<file path="src/rtl/des_pkg.sv">
// Shared DES definitions for the CBC front end: FSM states, block width, direction flags.
package des_pkg;

  localparam int unsigned DES_W = 64;

  localparam logic FLAG_ENC = 1'b1;
  localparam logic FLAG_DEC = 1'b0;

  typedef logic [DES_W-1:0] blk_t;

  typedef enum logic [1:0] {
    NOKEY   = 2'd0,
    KEYWAIT = 2'd1,
    READY   = 2'd2,
    BUSY    = 2'd3
  } cbc_state_t;

endpackage

</file>
<file path="src/rtl/des_cbc_ctrl_if.sv">
// Upstream block source / downstream result bus of des_cbc_ctrl.
interface des_cbc_ctrl_if;
    import des_pkg::*;

    logic i_flag;
    blk_t i_din;
    logic i_din_en;
    logic o_din_rdy;
    blk_t o_dout;
    logic o_dout_en;

    modport master (
        output i_flag, i_din, i_din_en,
        input  o_din_rdy, o_dout, o_dout_en
    );

    modport slave (
        input  i_flag, i_din, i_din_en,
        output o_din_rdy, o_dout, o_dout_en
    );

endinterface

</file>
<file path="src/rtl/des_cbc_ctrl.sv">
// CBC chaining front end for des_core: one block in flight, IV/chain register, result strobe.
// Optional ECB bypass (i_ecb port) when DES_CBC_ECB_EN is defined.
module des_cbc_ctrl
    import des_pkg::*;
#(
    parameter int DLY = 1
) (
    input  logic                 r_clk,
    input  logic                 r_rst,
    input  blk_t                 i_key,
    input  logic                 i_key_en,
    input  blk_t                 i_iv,
    input  logic                 i_iv_en,
`ifdef DES_CBC_ECB_EN
    input  logic                 i_ecb,
`endif
    des_cbc_ctrl_if.slave        bus,
    output blk_t                 o_core_key,
    output logic                 o_core_key_en,
    output logic                 o_core_flag,
    output blk_t                 o_core_din,
    output logic                 o_core_din_en,
    input  blk_t                 i_core_dout,
    input  logic                 i_core_dout_en,
    input  logic                 i_core_key_ok
);

    if (DLY < 0) begin : g_dly_chk
        $error("des_cbc_ctrl: DLY must be non-negative");
    end

    cbc_state_t state, state_nxt;
    logic       din_rdy;
    logic       accept;
    logic       complete;
    logic       iv_load;
    logic       ecb_in;
    logic       blk_ecb;
    blk_t       chain;
    blk_t       chain_src;
    blk_t       saved_ct;

`ifdef DES_CBC_ECB_EN
    assign ecb_in = i_ecb;
`else
    assign ecb_in = 1'b0;
`endif

    always_ff @(posedge r_clk or posedge r_rst) begin
        if (r_rst) state <= NOKEY;
        else       state <= state_nxt;
    end

    // A key load overrides everything, abandoning any in-flight block.
    // KEYWAIT ignores key_ok while the key strobe is still on its way to the core.
    always_comb begin
        state_nxt = state;
        din_rdy   = 1'b0;
        accept    = 1'b0;
        complete  = 1'b0;
        unique case (state)
            NOKEY: ;
            KEYWAIT: begin
                if (i_core_key_ok && !o_core_key_en) state_nxt = READY;
            end
            READY: begin
                din_rdy = 1'b1;
                accept  = bus.i_din_en;
                if (accept) state_nxt = BUSY;
            end
            BUSY: begin
                complete = i_core_dout_en;
                if (complete) state_nxt = READY;
            end
            default: ;
        endcase
        if (i_key_en) begin
            state_nxt = KEYWAIT;
            accept    = 1'b0;
            complete  = 1'b0;
        end
    end

    assign bus.o_din_rdy = din_rdy;

    // A same-cycle IV load takes effect before the XOR of the accepted block.
    always_comb begin
        iv_load   = i_iv_en && (state != BUSY);
        chain_src = iv_load ? i_iv : chain;
    end

    always_ff @(posedge r_clk or posedge r_rst) begin
        if (r_rst) begin
            o_core_key    <= '0;
            o_core_key_en <= 1'b0;
            o_core_flag   <= 1'b0;
            o_core_din    <= '0;
            o_core_din_en <= 1'b0;
            bus.o_dout    <= '0;
            bus.o_dout_en <= 1'b0;
            chain         <= '0;
            saved_ct      <= '0;
            blk_ecb       <= 1'b0;
        end else begin
            o_core_key_en <= 1'b0;
            o_core_din_en <= 1'b0;
            bus.o_dout_en <= 1'b0;

            if (i_key_en) begin
                o_core_key    <= i_key;
                o_core_key_en <= 1'b1;
            end

            if (iv_load) chain <= i_iv;

            if (accept) begin
                o_core_din_en <= 1'b1;
                o_core_flag   <= bus.i_flag;
                blk_ecb       <= ecb_in;
                if (bus.i_flag == FLAG_ENC && !ecb_in) o_core_din <= bus.i_din ^ chain_src;
                else                                    o_core_din <= bus.i_din;
                if (bus.i_flag == FLAG_DEC) saved_ct <= bus.i_din;
            end

            if (complete) begin
                bus.o_dout_en <= 1'b1;
                if (blk_ecb) begin
                    bus.o_dout <= i_core_dout;
                end else if (o_core_flag == FLAG_DEC) begin
                    bus.o_dout <= i_core_dout ^ chain;
                    chain      <= saved_ct;
                end else begin
                    bus.o_dout <= i_core_dout;
                    chain      <= i_core_dout;
                end
            end
        end
    end

endmodule

</file>
<file path="src/flat_wrapper.sv">
// flat-port wrapper written by rule: the top's interface ports become plain ports
module des_cbc_ctrl_flat import des_pkg::*;
#(
    parameter int DLY = 1
)
  (r_clk, r_rst, i_key, i_key_en, i_iv, i_iv_en, o_core_key, o_core_key_en, o_core_flag, o_core_din, o_core_din_en, i_core_dout, i_core_dout_en, i_core_key_ok, bus_i_flag, bus_i_din, bus_i_din_en, bus_o_din_rdy, bus_o_dout, bus_o_dout_en);
  des_cbc_ctrl_if bus_i ();
  input  logic r_clk;
  input  logic r_rst;
  input  blk_t i_key;
  input  logic i_key_en;
  input  blk_t i_iv;
  input  logic i_iv_en;
  output blk_t o_core_key;
  output logic o_core_key_en;
  output logic o_core_flag;
  output blk_t o_core_din;
  output logic o_core_din_en;
  input  blk_t i_core_dout;
  input  logic i_core_dout_en;
  input  logic i_core_key_ok;
  input wire logic [$bits(bus_i.i_flag)-1:0] bus_i_flag;
  input wire logic [$bits(bus_i.i_din)-1:0] bus_i_din;
  input wire logic [$bits(bus_i.i_din_en)-1:0] bus_i_din_en;
  output wire logic [$bits(bus_i.o_din_rdy)-1:0] bus_o_din_rdy;
  output wire logic [$bits(bus_i.o_dout)-1:0] bus_o_dout;
  output wire logic [$bits(bus_i.o_dout_en)-1:0] bus_o_dout_en;
  assign bus_i.i_flag = bus_i_flag;
  assign bus_i.i_din = bus_i_din;
  assign bus_i.i_din_en = bus_i_din_en;
  assign bus_o_din_rdy = bus_i.o_din_rdy;
  assign bus_o_dout = bus_i.o_dout;
  assign bus_o_dout_en = bus_i.o_dout_en;
  des_cbc_ctrl #(.DLY(DLY)) u_core (.r_clk(r_clk), .r_rst(r_rst), .i_key(i_key), .i_key_en(i_key_en), .i_iv(i_iv), .i_iv_en(i_iv_en), .bus(bus_i), .o_core_key(o_core_key), .o_core_key_en(o_core_key_en), .o_core_flag(o_core_flag), .o_core_din(o_core_din), .o_core_din_en(o_core_din_en), .i_core_dout(i_core_dout), .i_core_dout_en(i_core_dout_en), .i_core_key_ok(i_core_key_ok));
endmodule
</file>
<file path="config.mk">
export PLATFORM = sky130hd
export DESIGN_NAME = des_cbc_ctrl_flat
export DESIGN_NICKNAME = d
export VERILOG_FILES = /design/src/rtl/des_pkg.sv /design/src/rtl/des_cbc_ctrl_if.sv /design/src/rtl/des_cbc_ctrl.sv /design/src/flat_wrapper.sv
export SDC_FILE = /design/constraint.sdc
export NUM_CORES = 1
export LEC_CHECK = 0
export CAP_MARGIN = 20
export CORE_ASPECT_RATIO = 1.1
export CORE_MARGIN = 3
export CORE_UTILIZATION = 52
export DETAILED_ROUTE_END_ITERATION = 10
export PLACE_DENSITY = 0.86
export SKIP_CTS_REPAIR_TIMING = 1
export SLEW_MARGIN = 10
export SYNTH_ARGS = -nofsm -noshare
export SYNTH_HDL_FRONTEND = slang
export SYNTH_SLANG_ARGS = --single-unit
</file>
<file path="constraint.sdc">
create_clock -name r_clk -period 24.9 [get_ports r_clk]
set_input_delay 2.49 -clock r_clk [delete_from_list [all_inputs] [get_ports r_clk]]
set_output_delay 2.49 -clock r_clk [all_outputs]
set_load 0.1 [all_outputs]
</file>
==> impl_metrics.yaml, run 1 <==
outcome:
  outcome: "completed"
synthesis:
  yosysMostFrequentCell: "dfrtp_1"
  synthFlopType: "dfrtp_1"
  syn-num-nets: 1737
  yosysTopAreaCell: "dfrtp_1"
  syn-cell-area_um2: 15800
  yosys_warnings: 0
  synth_commonest_cells: "dfrtp_1, nand2_1, nor2b_1"
  async_flop_share_pct: 100
  synth.area.top_cells: "dfrtp_1, mux2i_1, xnor2_1, mux2_2, nor2b_1"
  syn_inst: 1473
  synthDistinctLibCells: 22
  synth_edf_count: 0
  yosys.area.top_type_share_pct: 51.7
  ys_seq_area_share_pct: 51.7
  syn_avg_cell_area_um2: 10.7
  ys_seq_elements: 326
cts:
  h-tree-depth: 2
  cts_buffers: 36
  cts_max_path_buffers: 3
  root_buffer: "clkbuf_16"
  cts_tree: "built"
  insertion_delay_ns: 0.50
  clock-sinks: 326
  clk_pin_slew_ns: 0.06
power:
  internal-power_mw: 1.27
  power.share.clock_pct: 22.3
  switchingPower_mw: 1.14
  switching_share_pct: 47.2
  seqPwrFrac_pct: 30.3
  leakagePower_nw: 9.34
  ir_drop_mv: 0.0811
  pwr_density_cell_nw_per_um2: 111
  pwr-share-comb_pct: 47.4
timing:
  min_period_over_period_pct: 20.4
  rsz0062_at_grt: "false"
  setup_viol: 0
  slew_viol_final: 0
  maxSlewHeadroom_pct: 21.3
  hold_viol_final: 0
  worstMarginPinSlew_ns: 1.18
  tns_ns: 0
  fin_skew_ns: 0.0123
  fin_crit_ns: 5.08
  fmaxAchievable_mhz: 197
global_routing:
  grt_max_degree: 175
  grt_pass1_wl_um: 71200
  grt.overflow.total: 0
  antenna_found_initial: 5
  grt_pass1_vias: 13196
  grt_usage_pct: 27.7
floorplanning:
  dieArea_um2: 32500
  std_cell_rows: 66
  pin_count: 461
  start_util_pct: 53.1
  fp.dieH_um: 189
  coreArea_um2: 29700
  fp.dieW_um: 172
layout:
  nets: 2143
  drive_gt1_share_pct: 7.79
  area_growth_pct: 37.8
  nFillCells: 2011
  stdcell_area_um2: 21800
detailed_routing:
  routed_wl_um: 45800
  wl_per_cell_um: 20.1
  drc: 0
  vias: 12489
  vias_per_cell: 5.48
  drt-initial-drc-count: 754
  ant_nets: 0
  first_pass_iters: 5
setup_path:
  cp.arrival_ns: 2.59
  cp_max_fo: 50
  cp.required_ns: 22.41
  path_cells: "clkdlybuf4s50_1"
  worst-setup-path-type: "reg -> out"
  crit_buf_inv: 1
  crit_slowest_cell: "clkdlybuf4s50_1"
  end_kind: "output pin"
  cp-start-kind: "flop"
  crit_family: "buffers and inverters"
  critPathMaxStageDelay_ns: 1.32
hold_path:
  hp-class: "reg -> reg"
place:
  place_hpwl_um: 31300
  place_area_um2: 20500
  place_congestion: 0.822
  io_buffer_count: 460
run:
  drv_cap: 0
-- power by group through the flow --
stage          Combinational [mW]  Sequential [mW]  Clock, mW
2_1_floorplan               0.233             1.34          0
3_3_place_gp                 1.13            0.730          0
3_5_place_dp                 1.14            0.737          0
4_1_cts                      1.15            0.731      0.547
5_1_grt                      1.19            0.745      0.570
6_report                     1.14            0.731      0.537
-- registers in the layout, summed over array words and instances, names as in the netlist --
| signal | count |
|---|---|
| u_core.o_core_din_en | 1 |
| u_core.state | 2 |
| u_core.o_core_key | 64 |
| u_core.o_core_flag | 1 |
| u_core.bus.o_dout_en | 1 |
| u_core.o_core_din | 64 |
| u_core.chain | 64 |
| u_core.o_core_key_en | 1 |
| u_core.bus.o_dout | 64 |
| u_core.saved_ct | 64 |
-- layout by cell type, fill, tap and decap left out, types with 2 or more instances in the layout --
master           count
mux2_2              74
mux2i_1            129
inv_1                2
dfrtp_1            325
bufinv_16            4
clkdlybuf4s50_1    458
a211oi_1            64
xnor2_1            128
clkinvlp_4           2
clkinv_2             3
nor2b_1            131
o21ai_0             64
clkbuf_16           37
diode_2              5
mux2_1              54
nand2_1            192
clkbuf_8             6
nor2_1              67
a21oi_1            129
clkbuf_1             6
buf_4               13
-- cell families after synthesis --
group,share of synthesized area (%)
and+or+nand+nor,11.5
DFF,51.7
AOI/OAI and AO/OA,9.26
muxes,17.3
xor gates and xnor gates,7.10
buffers and inverters,3.11
-- metal layers --
layer  up-vias  global-route usage (%)  share of wire [%]  wire (um)
li1       5806                       -                  -          -
met1      6150                    30.7                 37      16800
met2       432                    50.2                 52      23800
met3       101                    6.95                7.1       3240
met4         0                    11.3                4.2       1940
met5         -                       0                  0          0
-- cell type report --
cell class,count,area (um2),area share (%)
sequential,326,8160,37.5
multi-input combinational,1038,7180,33.0
timing repair buffer,474,4730,21.8
clock buffer,49,1030,4.74
tap,374,468,2.15
clock inverter,9,150,0.690
inverter,3,18.8,0.0863
antenna,5,12.5,0.0575
-- path summary, 6_finish.rpt --
kind / from / endpoint / slack (ns) / cells past startpoint
setup / recovery: u_core.o_core_flag / o_core_flag / 19.82 / 1
max in group asynchronous: r_rst / u_core.bus.o_dout[8] / 21.02 / 3
hold reg to reg: u_core.saved_ct[31] / u_core.saved_ct[31] / 0.48 / 1
setup reg to reg: u_core.state[0] / u_core.o_core_din[48] / 21.90 / 5
hold / removal: u_core.saved_ct[31] / u_core.saved_ct[31] / 0.48 / 1
min in group asynchronous: r_rst / u_core.bus.o_dout[59] / 2.50 / 2
-- per-stage QoR --
stage,setup WS [ns],power (mW),hold WS (ns),util [%],std cells
after floorplan,13.38,1.57,0.450,-,1473
final,19.82,2.41,0.476,73.2,2278
after global routing,19.70,2.51,0.490,73.2,2277
after detailed placement,19.34,1.88,0.466,69.1,2214
after CTS,19.76,2.43,0.479,73.0,2272
after global placement,19.37,1.86,0.458,69.1,2214
Power figures use the tool's default switching activity.
==> inputs of run 2 (changes only) <==
--- a/config.mk
+++ b/config.mk
@@ -8,9 +8,9 @@
 export CAP_MARGIN = 20
 export CORE_ASPECT_RATIO = 1.1
 export CORE_MARGIN = 3
-export CORE_UTILIZATION = 52
+export CORE_UTILIZATION = 48
 export DETAILED_ROUTE_END_ITERATION = 10
-export PLACE_DENSITY = 0.86
+export PLACE_DENSITY = 0.8
 export SKIP_CTS_REPAIR_TIMING = 1
 export SLEW_MARGIN = 10
 export SYNTH_ARGS = -nofsm -noshare
==> constraint.sdc (replaced) <==
create_clock -name r_clk -period 5 [get_ports r_clk]
set_input_delay 0.5 -clock r_clk [delete_from_list [all_inputs] [get_ports r_clk]]
set_output_delay 0.5 -clock r_clk [all_outputs]
set_load 0.1 [all_outputs]
==> impl_metrics.yaml, run 2 (synthesis gave the netlist of run 1 again) <==
global_routing:
  antenna_found_initial: 5
  grt_usage_pct: 25.7
  grt_pass1_wl_um: 71300
  grt_pass1_vias: 13129
  grt.overflow.total: 0
  grt_max_degree: 258
cts:
  clock-sinks: 326
  cts_max_path_buffers: 3
  cts_tree: "built"
  insertion_delay_ns: 0.51
  h-tree-depth: 2
  root_buffer: "clkbuf_16"
  clk_pin_slew_ns: 0.06
  cts_buffers: 37
timing:
  fin_crit_ns: 2.89
  fmaxAchievable_mhz: 346
  fin_skew_ns: 0.0145
  rsz0062_at_grt: "false"
  slew_viol_final: 0
  min_period_over_period_pct: 57.9
  tns_ns: 0
  setup_viol: 0
  maxSlewHeadroom_pct: 26.0
  hold_viol_final: 0
  worstMarginPinSlew_ns: 1.11
layout:
  mostFrequentLayoutCells: "clkdlybuf4s50_1, dfrtp_1, nand2_1"
  nets: 2145
  nFillCells: 2457
  layout_commonest_cell: "clkdlybuf4s50_1"
  regArea_um2: 8160
  multi_input_area_um2: 7180
  drive_gt1_share_pct: 8.03
  area_growth_pct: 38.7
detailed_routing:
  ant_nets: 0
  vias_per_cell: 5.34
  routed_wl_um: 45900
  first_pass_iters: 5
  vias: 12474
  drc: 0
  wl_per_cell_um: 19.6
  drt-initial-drc-count: 834
setup_path:
  worst-setup-path-type: "reg -> out"
  crit_slowest_cell: "clkdlybuf4s50_1"
  cp.required_ns: 4.50
  crit_buf_inv: 1
  critPathMaxStageDelay_ns: 1.19
  cp-start-kind: "flop"
  cp.arrival_ns: 2.39
  crit_family: "buffers and inverters"
  end_kind: "output pin"
  path_cells: "nor2b_1 -> clkdlybuf4s50_1"
  cp_max_fo: 7
power:
  ir_drop_mv: 0.372
  pwr_density_cell_nw_per_um2: 551
  finalPower_mw: 12.1
  leakagePower_nw: 9.38
run:
  drv_cap: 0
outcome:
  outcome: "completed"
floorplanning:
  dieArea_um2: 35100
  fp.dieW_um: 179
  pin_count: 461
  std_cell_rows: 69
  start_util_pct: 48.8
  fp.dieH_um: 196
  coreArea_um2: 32400
hold_path:
  hp-class: "in -> async"
place:
  place_hpwl_um: 31800
  io_buffer_count: 460
  place_congestion: 0.851
-- run 2: cell count changes in the layout (fill, tap and decap cells not counted) --
cell and change:
clkbuf_8 +1, clkinv_2 +3, buf_16 -1, inv_8 -1
buf_12 +5, clkinv_4 +1, buf_4 -3, clkbuf_1 +1
-- run 2: path summary, 6_finish.rpt --
kind / startpoint / endpoint / slack, ns / depth (start not counted)
max in group asynchronous: r_rst / u_core.o_core_din[23] / 3.66 / 3
min in group r_clk: u_core.bus.o_dout[62] / u_core.bus.o_dout[62] / 0.47 / 2
max: u_core.state[0] / bus_o_din_rdy / 2.11 / 2
min: r_rst / u_core.o_core_key[34] / 0.30 / 2
max reg2reg: u_core.state[0] / u_core.o_core_din[47] / 2.54 / 5
min reg2reg: u_core.bus.o_dout[62] / u_core.bus.o_dout[62] / 0.47 / 2
-- run 2: where the power goes --
part	internal, mW	total, mW	switching [mW]
registers	3.22	3.61	0.388
clock network	1.67	2.74	1.07
logic	1.48	5.71	4.23
total	6.37	12.1	5.69
-- run 2: layout make-up --
| type | instances | share of cell area, % |
|---|---|---|
| well taps | 426 | 2.43 |
| clock inverters | 12 | 0.760 |
| clock buffers | 51 | 4.79 |
| multi-input cells | 1038 | 32.8 |
| repair buffers | 475 | 21.8 |
| flip-flops and latches | 326 | 37.3 |
| inverters | 3 | 0.0686 |
| diodes | 5 | 0.0571 |
-- run 2: worst reg2reg max path: cells and delay by family (launching register included) --
family	cells	cell delay, ns
buffers and inverters	1	0.42
muxes	1	0.37
DFF	1	0.51
xor gates and xnor gates	1	0.15
AOI/OAI and AO/OA	2	0.85
-- run 2: metrics by stage --
stage / util [%] / std cells / hold slack (ns) / cell area (um2) / worst slack, ns
2_1_floorplan: - / 1473 / 0.450 / 15800 / 0.149
3_5_place_dp: 63.8 / 2268 / 0.466 / 20700 / 2.11
6_report: 67.6 / 2336 / 0.302 / 21900 / 2.11
4_1_cts: 67.6 / 2331 / 0.291 / 21900 / 2.08
5_1_grt: 67.6 / 2336 / 0.318 / 21900 / 2.03
3_3_place_gp: 63.8 / 2268 / 0.459 / 20700 / 2.14
-- run 2: routing by layer --
| metal | part of all wire (%) | global-route usage, % |
|---|---|---|
| met1 | 38 | 30.3 |
| met2 | 51 | 44.5 |
| met3 | 7.6 | 6.41 |
| met4 | 4.1 | 10.9 |
| met5 | 0 | 0 |
==> inputs of run 3 (changes only) <==
==> constraint.sdc (replaced) <==
create_clock -name r_clk -period 2.7 [get_ports r_clk]
set_input_delay 0.27 -clock r_clk [delete_from_list [all_inputs] [get_ports r_clk]]
set_output_delay 0.27 -clock r_clk [all_outputs]
set_load 0.1 [all_outputs]
==> impl_metrics.yaml, run 3 (synthesis gave the netlist of run 1 again) <==
outcome:
  outcome: "completed"
timing:
  finalHoldWorstSlack_ns: 0.0596
  rsz0062_at_grt: "false"
  fin_crit_ns: 2.12
  worstMarginPinSlew_ns: 0.841
  fmaxAchievable_mhz: 473
  maxSlewHeadroom_pct: 43.9
  slew_viol_final: 0
  hold_viol_final: 0
  min_period_over_period_pct: 78.4
  fin_skew_ns: 0.0109
  tns_ns: 0
  setup_viol: 0
floorplanning:
  coreArea_um2: 32400
  std_cell_rows: 69
  dieArea_um2: 35100
  fp.dieW_um: 179
  pin_count: 461
  start_util_pct: 48.8
  fp.dieH_um: 196
layout:
  postLayoutCoreUtil_pct: 66.6
  stdcell_area_um2: 21600
  mostFrequentLayoutCells: "dfrtp_1, clkdlybuf4s50_1, buf_4"
  drive_gt1_share_pct: 18.6
  nFillCells: 2509
  regArea_um2: 8160
  area_growth_pct: 36.5
  layout_commonest_cell: "dfrtp_1"
  nets: 2152
  multi_input_area_um2: 7180
hold_path:
  hp-class: "in -> async"
detailed_routing:
  drt-initial-drc-count: 712
  ant_nets: 0
  vias_per_cell: 5.26
  drc: 0
  wl_per_cell_um: 19.0
  vias: 12349
  first_pass_iters: 4
  routed_wl_um: 44600
cts:
  insertion_delay_ns: 0.51
  cts_tree: "built"
  clk_pin_slew_ns: 0.06
  root_buffer: "clkbuf_16"
  h-tree-depth: 2
  cts_max_path_buffers: 3
  cts_buffers: 36
  clock-sinks: 326
place:
  io_buffer_count: 460
  place_area_um2: 20300
  place_hpwl_um: 31300
  place_congestion: 0.819
power:
  leakagePower_nw: 9.68
  finalPower_mw: 22.0
  ir_drop_mv: 0.586
  pwr_density_cell_nw_per_um2: 1020
global_routing:
  grt_usage_pct: 25.0
  grt.overflow.total: 0
  antenna_found_initial: 12
  grt_pass1_vias: 12998
  grt_pass1_wl_um: 69600
  grt_max_degree: 146
setup_path:
  cp.required_ns: 3.08
  end_kind: "flop"
  cp.arrival_ns: 2.50
  cp-start-kind: "flop"
  worst-setup-path-type: "reg -> reg"
  cp_max_fo: 23
run:
  drv_cap: 0
-- run 3: per-layer routing --
| metal | global-route usage (%) | wire length, um |
|---|---|---|
| met1 | 28.8 | 16700 |
| met2 | 42.7 | 22600 |
| met3 | 6.48 | 3130 |
| met4 | 12.7 | 2130 |
| met5 | 0 | 13 |
-- run 3: critical path, cell delays in order (launching register included) --
cell and delay (ns):
dfrtp_1 0.45, nor2b_1 0.28, nor3b_4 0.30, nor2b_4 0.22, buf_4 0.35, mux2_1 0.37
-- run 3: path summary, 6_finish.rpt --
| check | startpoint | end | slack (ns) | cells after the start |
|---|---|---|---|---|
| worst max-delay path | u_core.state[1] | u_core.saved_ct[10] | 0.58 | 5 |
| worst min-delay path | r_rst | u_core.o_core_key[12] | 0.06 | 2 |
| worst max register to register | u_core.state[1] | u_core.saved_ct[10] | 0.58 | 5 |
| worst min register to register | u_core.saved_ct[22] | u_core.saved_ct[22] | 0.47 | 1 |
| max in group asynchronous | r_rst | u_core.chain[13] | 1.56 | 3 |
| min in group r_clk | i_key[8] | u_core.o_core_key[8] | 0.37 | 2 |
-- run 3: final cells by class --
| cell class | count | area share (%) |
|---|---|---|
| sequential | 326 | 37.9 |
| multi-input combinational | 1038 | 33.3 |
| timing repair buffer | 483 | 20.6 |
| clock buffer | 55 | 5.03 |
| tap | 426 | 2.47 |
| clock inverter | 7 | 0.522 |
| antenna | 10 | 0.116 |
| inverter | 3 | 0.0696 |
-- run 3: report_power, final --
| group | leakage [nW] | internal [mW] | switching, mW |
|---|---|---|---|
| sequential | 4.05 | 5.97 | 0.789 |
| combinational | 5.04 | 2.52 | 7.75 |
| clock | 0.586 | 3.04 | 1.95 |
| total | 9.68 | 11.5 | 10.5 |
-- run 3: stage by stage --
| stage | std cells | setup WS, ns |
|---|---|---|
| finish | 2348 | 0.584 |
| global route | 2348 | 0.398 |
| CTS | 2338 | 0.508 |
| detailed placement | 2276 | 0.463 |
| global placement | 2276 | 0.487 |
| floorplan | 1473 | -1.92 |
